File: src/rtl/parking_pkg.sv
// Shared encodings for the parking gate arbiter: FSM states and gate owner.
// No logic, no latency.
// No flow control here; consumers apply their own.
package parking_pkg;

    typedef enum logic [2:0] {
        IDLE    = 3'b000,
        OPENING = 3'b001,
        PASSING = 3'b010,
        CLOSING = 3'b011
    } arb_state_t;

    typedef enum logic {
        OWN_ENTRY = 1'b0,
        OWN_EXIT  = 1'b1
    } owner_t;

endpackage

File: src/rtl/parking_phase_timer.sv
// Per-phase cycle counter; expire flags the last allowed cycle of a service phase.
// expire is decoded from the count register, so it is valid the cycle the count reaches PASS_TIMEOUT-1.
// No backpressure; clear has priority over enable.
module parking_phase_timer #(
    parameter int PASS_TIMEOUT = 64,
    parameter int TMR_W        = $clog2(PASS_TIMEOUT)
) (
    input  logic clk,
    input  logic reset,
    input  logic clear,
    input  logic enable,
    output logic expire
);

    logic [TMR_W-1:0] count;

    // Count cycles spent in the current phase; restart whenever the phase is (re)entered.
    always_ff @(posedge clk or negedge reset) begin
        if (!reset) begin
            count <= '0;
        end else if (clear) begin
            count <= '0;
        end else if (enable) begin
            count <= count + 1'b1;
        end
    end

    assign expire = (count == TMR_W'(PASS_TIMEOUT - 1));

endmodule

File: src/rtl/parking_gate_arbiter.sv
// Shares one barrier gate between entrance and exit lanes, sequences the motor, tracks occupancy.
// Grant/open_cmd register 1 cycle after a lane becomes eligible; all outputs are register-driven.
// Lanes wait on their level requests; sessions commit once granted. Macro PARK_ARB_EXIT_PRIO_EN: exit wins contests.
module parking_gate_arbiter
    import parking_pkg::*;
#(
    parameter  int CAPACITY     = 8,
    parameter  int PASS_TIMEOUT = 64,
    localparam int CNT_W        = $clog2(CAPACITY + 1),
    localparam int TMR_W        = $clog2(PASS_TIMEOUT)
) (
    input  logic             clk,
    input  logic             reset,
    input  logic             entry_req,
    input  logic             entry_pass_ok,
    input  logic             exit_req,
    input  logic             gate_open_done,
    input  logic             gate_closed,
    input  logic             car_through,
    output logic             gate_open_cmd,
    output logic             gate_close_cmd,
    output logic             entry_grant,
    output logic             exit_grant,
    output logic [CNT_W-1:0] occupancy,
    output logic             lot_full,
    output logic             lot_empty,
    output logic             timeout_err
);

    arb_state_t state;
    owner_t     owner;
    owner_t     last_served;
    owner_t     pick;
    logic       ent_ok;
    logic       ext_ok;
    logic       tmr_clear;
    logic       tmr_expire;

    assign lot_full  = (occupancy == CNT_W'(CAPACITY));
    assign lot_empty = (occupancy == '0);

    // Eligibility and owner selection for the next session.
    always_comb begin
        ent_ok = entry_req & entry_pass_ok & ~lot_full;
        ext_ok = exit_req & ~lot_empty;
        pick   = OWN_ENTRY;
`ifdef PARK_ARB_EXIT_PRIO_EN
        // Exit always wins a contest so bays are freed first.
        if (ext_ok) pick = OWN_EXIT;
`else
        // Contest goes to the lane that was not served last.
        if (ext_ok && (!ent_ok || last_served == OWN_ENTRY)) pick = OWN_EXIT;
`endif
    end

    // Timer runs only inside OPENING/PASSING and restarts on the OPENING->PASSING step.
    assign tmr_clear = !((state == OPENING) || (state == PASSING)) ||
                       ((state == OPENING) && gate_open_done);

    parking_phase_timer #(
        .PASS_TIMEOUT (PASS_TIMEOUT),
        .TMR_W        (TMR_W)
    ) u_timer (
        .clk    (clk),
        .reset  (reset),
        .clear  (tmr_clear),
        .enable (!tmr_clear),
        .expire (tmr_expire)
    );

    // Gate session FSM with registered motor commands, grants, occupancy and timeout pulse.
    always_ff @(posedge clk or negedge reset) begin
        if (!reset) begin
            state          <= IDLE;
            owner          <= OWN_ENTRY;
            last_served    <= OWN_EXIT;
            occupancy      <= '0;
            gate_open_cmd  <= 1'b0;
            gate_close_cmd <= 1'b0;
            entry_grant    <= 1'b0;
            exit_grant     <= 1'b0;
            timeout_err    <= 1'b0;
        end else begin
            timeout_err <= 1'b0;
            case (state)
                IDLE: begin
                    if (ent_ok || ext_ok) begin
                        state         <= OPENING;
                        owner         <= pick;
                        gate_open_cmd <= 1'b1;
                        entry_grant   <= (pick == OWN_ENTRY);
                        exit_grant    <= (pick == OWN_EXIT);
                    end
                end
                OPENING: begin
                    if (gate_open_done) begin
                        state         <= PASSING;
                        gate_open_cmd <= 1'b0;
                    end else if (tmr_expire) begin
                        state          <= CLOSING;
                        gate_open_cmd  <= 1'b0;
                        gate_close_cmd <= 1'b1;
                        timeout_err    <= 1'b1;
                    end
                end
                PASSING: begin
                    // A car clearing on the expiry cycle still counts.
                    if (car_through) begin
                        if (owner == OWN_ENTRY) begin
                            if (!lot_full) occupancy <= occupancy + 1'b1;
                        end else begin
                            if (!lot_empty) occupancy <= occupancy - 1'b1;
                        end
                        last_served    <= owner;
                        state          <= CLOSING;
                        gate_close_cmd <= 1'b1;
                    end else if (tmr_expire) begin
                        state          <= CLOSING;
                        gate_close_cmd <= 1'b1;
                        timeout_err    <= 1'b1;
                    end
                end
                CLOSING: begin
                    if (gate_closed) begin
                        state          <= IDLE;
                        gate_close_cmd <= 1'b0;
                        entry_grant    <= 1'b0;
                        exit_grant     <= 1'b0;
                    end
                end
                default: begin
                    state          <= IDLE;
                    gate_open_cmd  <= 1'b0;
                    gate_close_cmd <= 1'b0;
                    entry_grant    <= 1'b0;
                    exit_grant     <= 1'b0;
                end
            endcase
        end
    end

endmodule

File: config.mk
export PLATFORM = sky130hd
export DESIGN_NAME = parking_gate_arbiter
export DESIGN_NICKNAME = d
export VERILOG_FILES = /design/src/rtl/parking_pkg.sv /design/src/rtl/parking_phase_timer.sv /design/src/rtl/parking_gate_arbiter.sv
export SDC_FILE = /design/constraint.sdc
export NUM_CORES = 1
export LEC_CHECK = 0
export CAP_MARGIN = 40
export CORE_ASPECT_RATIO = 0.7
export CORE_UTILIZATION = 50
export DETAILED_ROUTE_END_ITERATION = 7
export DONT_BUFFER_PORTS = 1
export GPL_ROUTABILITY_DRIVEN = 0
export SLEW_MARGIN = 20
export SYNTH_ARGS = -nofsm -noshare
export SYNTH_HDL_FRONTEND = slang
export SYNTH_HIERARCHICAL = 1
export SYNTH_SLANG_ARGS = --single-unit
File: constraint.sdc
create_clock -name clk -period 2.1 [get_ports clk]
set_clock_uncertainty 0.15 [all_clocks]
set_input_delay 0.21 -clock clk [delete_from_list [all_inputs] [get_ports clk]]
set_output_delay 0.21 -clock clk [all_outputs]
set_load 0.05 [all_outputs]
==> results.md <==
- Critical path arrival: 1.55 ns
- First-pass GRT wire length: 3974 microns
- Clock latency on the worst-skew pair: 0.30 ns
- Crit path max-delay family: simple AND/OR/NAND/NOR gates
- Root buffer cell: clkbuf_4
- Main synth FF type: dfrtp_1
- Final setup vio count: 0
- Critical Path Most Common Cell: buf_4
- Worst slack, placed: 0.2660 ns
- Synth top area cells: dfrtp_1 (41%), ha_1 (3.3%), nand2_1 (3.3%), a21oi_1 (3.0%), o21ai_0 (3.0%)
- Largest net degree at the start of global routing: 21
- Mapped Area: 0.001151 sq mm
- Inserted Diodes: 0
- Hold buffer count at cts: 2
- Fraction of layout cells with a size suffix above 1: 0.1221
- Setup Crit Path Kind: flop to output port
- Sequential share of the synthesized area: 0.4359
- Share of async-settable or async-resettable flops after synthesis: 1.000
- Leading cell types in the layout, fill and taps excluded: dfrtp_1 (19), nand2_1 (10), inv_1 (8), nor2_1 (8)
- Syn_nets: 134
- MaxCap Viol Count: 0
- Clock buffer depth: 2
- Worst vdd ir: 0.0005578 V
- Hpwl dp: 1616 microns
- Setup WS post-layout: 0.1905 ns
- Core area: 0.002155 sq mm
- Post-synthesis register bit count: 20
- Std cell rows: 14
- Post-Route WL: 2209 microns
- Number of enable flip-flop cells after synthesis: 0
- Buf/Inv on CP: 2
- Pwr Density: 1145 mW/mm^2
- Fin crit period: 1.910 ns
- Unique cell type count in the Yosys netlist: 45
- PortBufs: 0
- Final Hold Fails: 0
- Area growth syn-to-layout: 10.87%
- Total power: 1.461 mW
- Outcome: complete, no violations
- RSZ-0062 raised after global routing: false
- Synthesized area per cell: 9.435 sq um
- Crit share post-route: 0.9093
- Total grt overflow: 0
- Crit. End Element: output port
- Via-per-instance ratio: 5.380
- Fin area: 0.001276 sq mm
- Mapped Cells: 122
- Gr usage total: 0.2112
- Leak pwr: 0.5757 nW
- Final Max Tran Viols: 0
- CP Max Fanout: 5
- Commonest non-fill, non-tap cell in the layout: dfrtp_1
- Setup Fix Bufs, Post-CTS: 0
- Vias in the first global route: 867
- I/O pin total: 19
- DP Area: 0.001215 sq mm
- CTS tree: done
- Worst path max stage delay: 0.40 ns
- Routed Antenna Nets: 0
- Final setup TNS: 0 ns
- Clock sinks: 20
- WP data required: 1.74 ns
- FMAX: 523.7 MHz
- Violation count after the first detailed-route iteration: 66
- Yosys warning count: 6
- Startpoint Class: flop
- Initial Util: 0.5343
- Top-area cell type share of the netlist area: 0.4130
- CP max stage cell: dfrtp_1
- Die W: 59.35 microns
- Post-cts resize count: 0
- CTS H-Tree Depth: 1
- Number of CTS-inserted buffers: 3
- Hold Path Class: primary input to flop
- Final Util: 0.5923
- Initial antenna violation count: 0
- Post-route DRC: 0
- WL/cell: 13.55 microns
- Die Ht: 42.15 microns
- Crit path cell chain: buf_4, or3_4, nor2_2, buf_4
- Leading area contributor after synthesis: dfrtp_1
- Drt pass-1 iters: 4
- Via count: 877
- Nets: 144
- Clock slew at reported path FFs: 0.12 ns
- Die area: 0.002501 sq mm
state kept, by name (all words and copies together), names as in the netlist:
name            flops
state               3
gate_close_cmd      1
u_timer/count       6
gate_open_cmd       1
entry_grant         1
owner               1
exit_grant          1
timeout_err         1
last_served         1
occupancy           4
kinds of logic (layout without fill, tap and decap cells):
family          count (synthesis)  count (layout)  synth area share
buf+inv                        13              22           0.05326
fa+ha+maj                       4               4           0.05000
xor+xnor                        7               7           0.05326
compound gates                 32              32            0.1805
flops                          20              20            0.4359
simple gates                   43              43            0.2054
mux                             2               2           0.01848
other cells                     1               1          0.003258
per-layer routing:
metal	vias up	routed length [microns]	global-route usage	part of all wire
li1	446	-	-	-
met3	2	81	0.06173	0.037
met5	-	0	0	0
met2	12	890	0.2944	0.40
met4	0	18	0.05714	0.0081
met1	417	1218	0.3166	0.55
power by group:
group / total, mW / internal [mW] / switching [mW]
Clock: 0.185 / 0.0738 / 0.111
Sequential: 0.600 / 0.459 / 0.141
Combinational: 0.676 / 0.259 / 0.417
cell usage after synthesis (all sizes together), types with 2 or more instances:
master,number
nand2b,3
xor2,4
nand3,4
o21ai,11
nor2,9
buf,5
xnor2,3
inv,8
nor3,2
or3,2
a31oi,3
dfrtp,19
ha,3
nand4,2
and2,2
a21oi,7
nand2,10
or2,2
layout make-up:
class                           instances  area (sq um)
Inverter                                8         30.03
Tap cell                               32         40.04
Timing Repair Buffer                   10         87.58
Multi-Input combinational cell         89         590.6
Sequential cell                        20         501.7
Clock buffer                            4         26.28
Fill cell                             187         878.3
per-stage QoR:
| step | cells | hold WS [ns] |
|---|---|---|
| 3_3_place_gp | 156 | -0.2352 |
| 2_1_floorplan | 122 | -0.2356 |
| 3_5_place_dp | 156 | -0.2352 |
| 4_1_cts | 162 | 0.0003038 |
| 5_1_grt | 163 | 0.02205 |
| 6_report | 163 | 0.006834 |
worst register-to-register path, stage by stage, from the launching register on:
cell and delay (ns):
dfrtp_1 0.47, ha_1 0.35, a21oi_1 0.25, nand2_1 0.09, mux2_2 0.27, o211a_1 0.20
path summary, 6_finish.rpt:
path                            slack, ns      endpoint         start  cells after the start
worst max-delay path                 0.19     lot_empty  occupancy[2]                      4
worst min-delay path                0.007   timeout_err   car_through                      2
worst max register to register       0.22  occupancy[3]         owner                      5
worst min register to register       0.36   last_served   last_served                      2
max in group asynchronous            1.26   last_served         reset                      2
min in group asynchronous            0.05   timeout_err         reset                      1
Note: power is estimated with default switching activity, not from simulation.
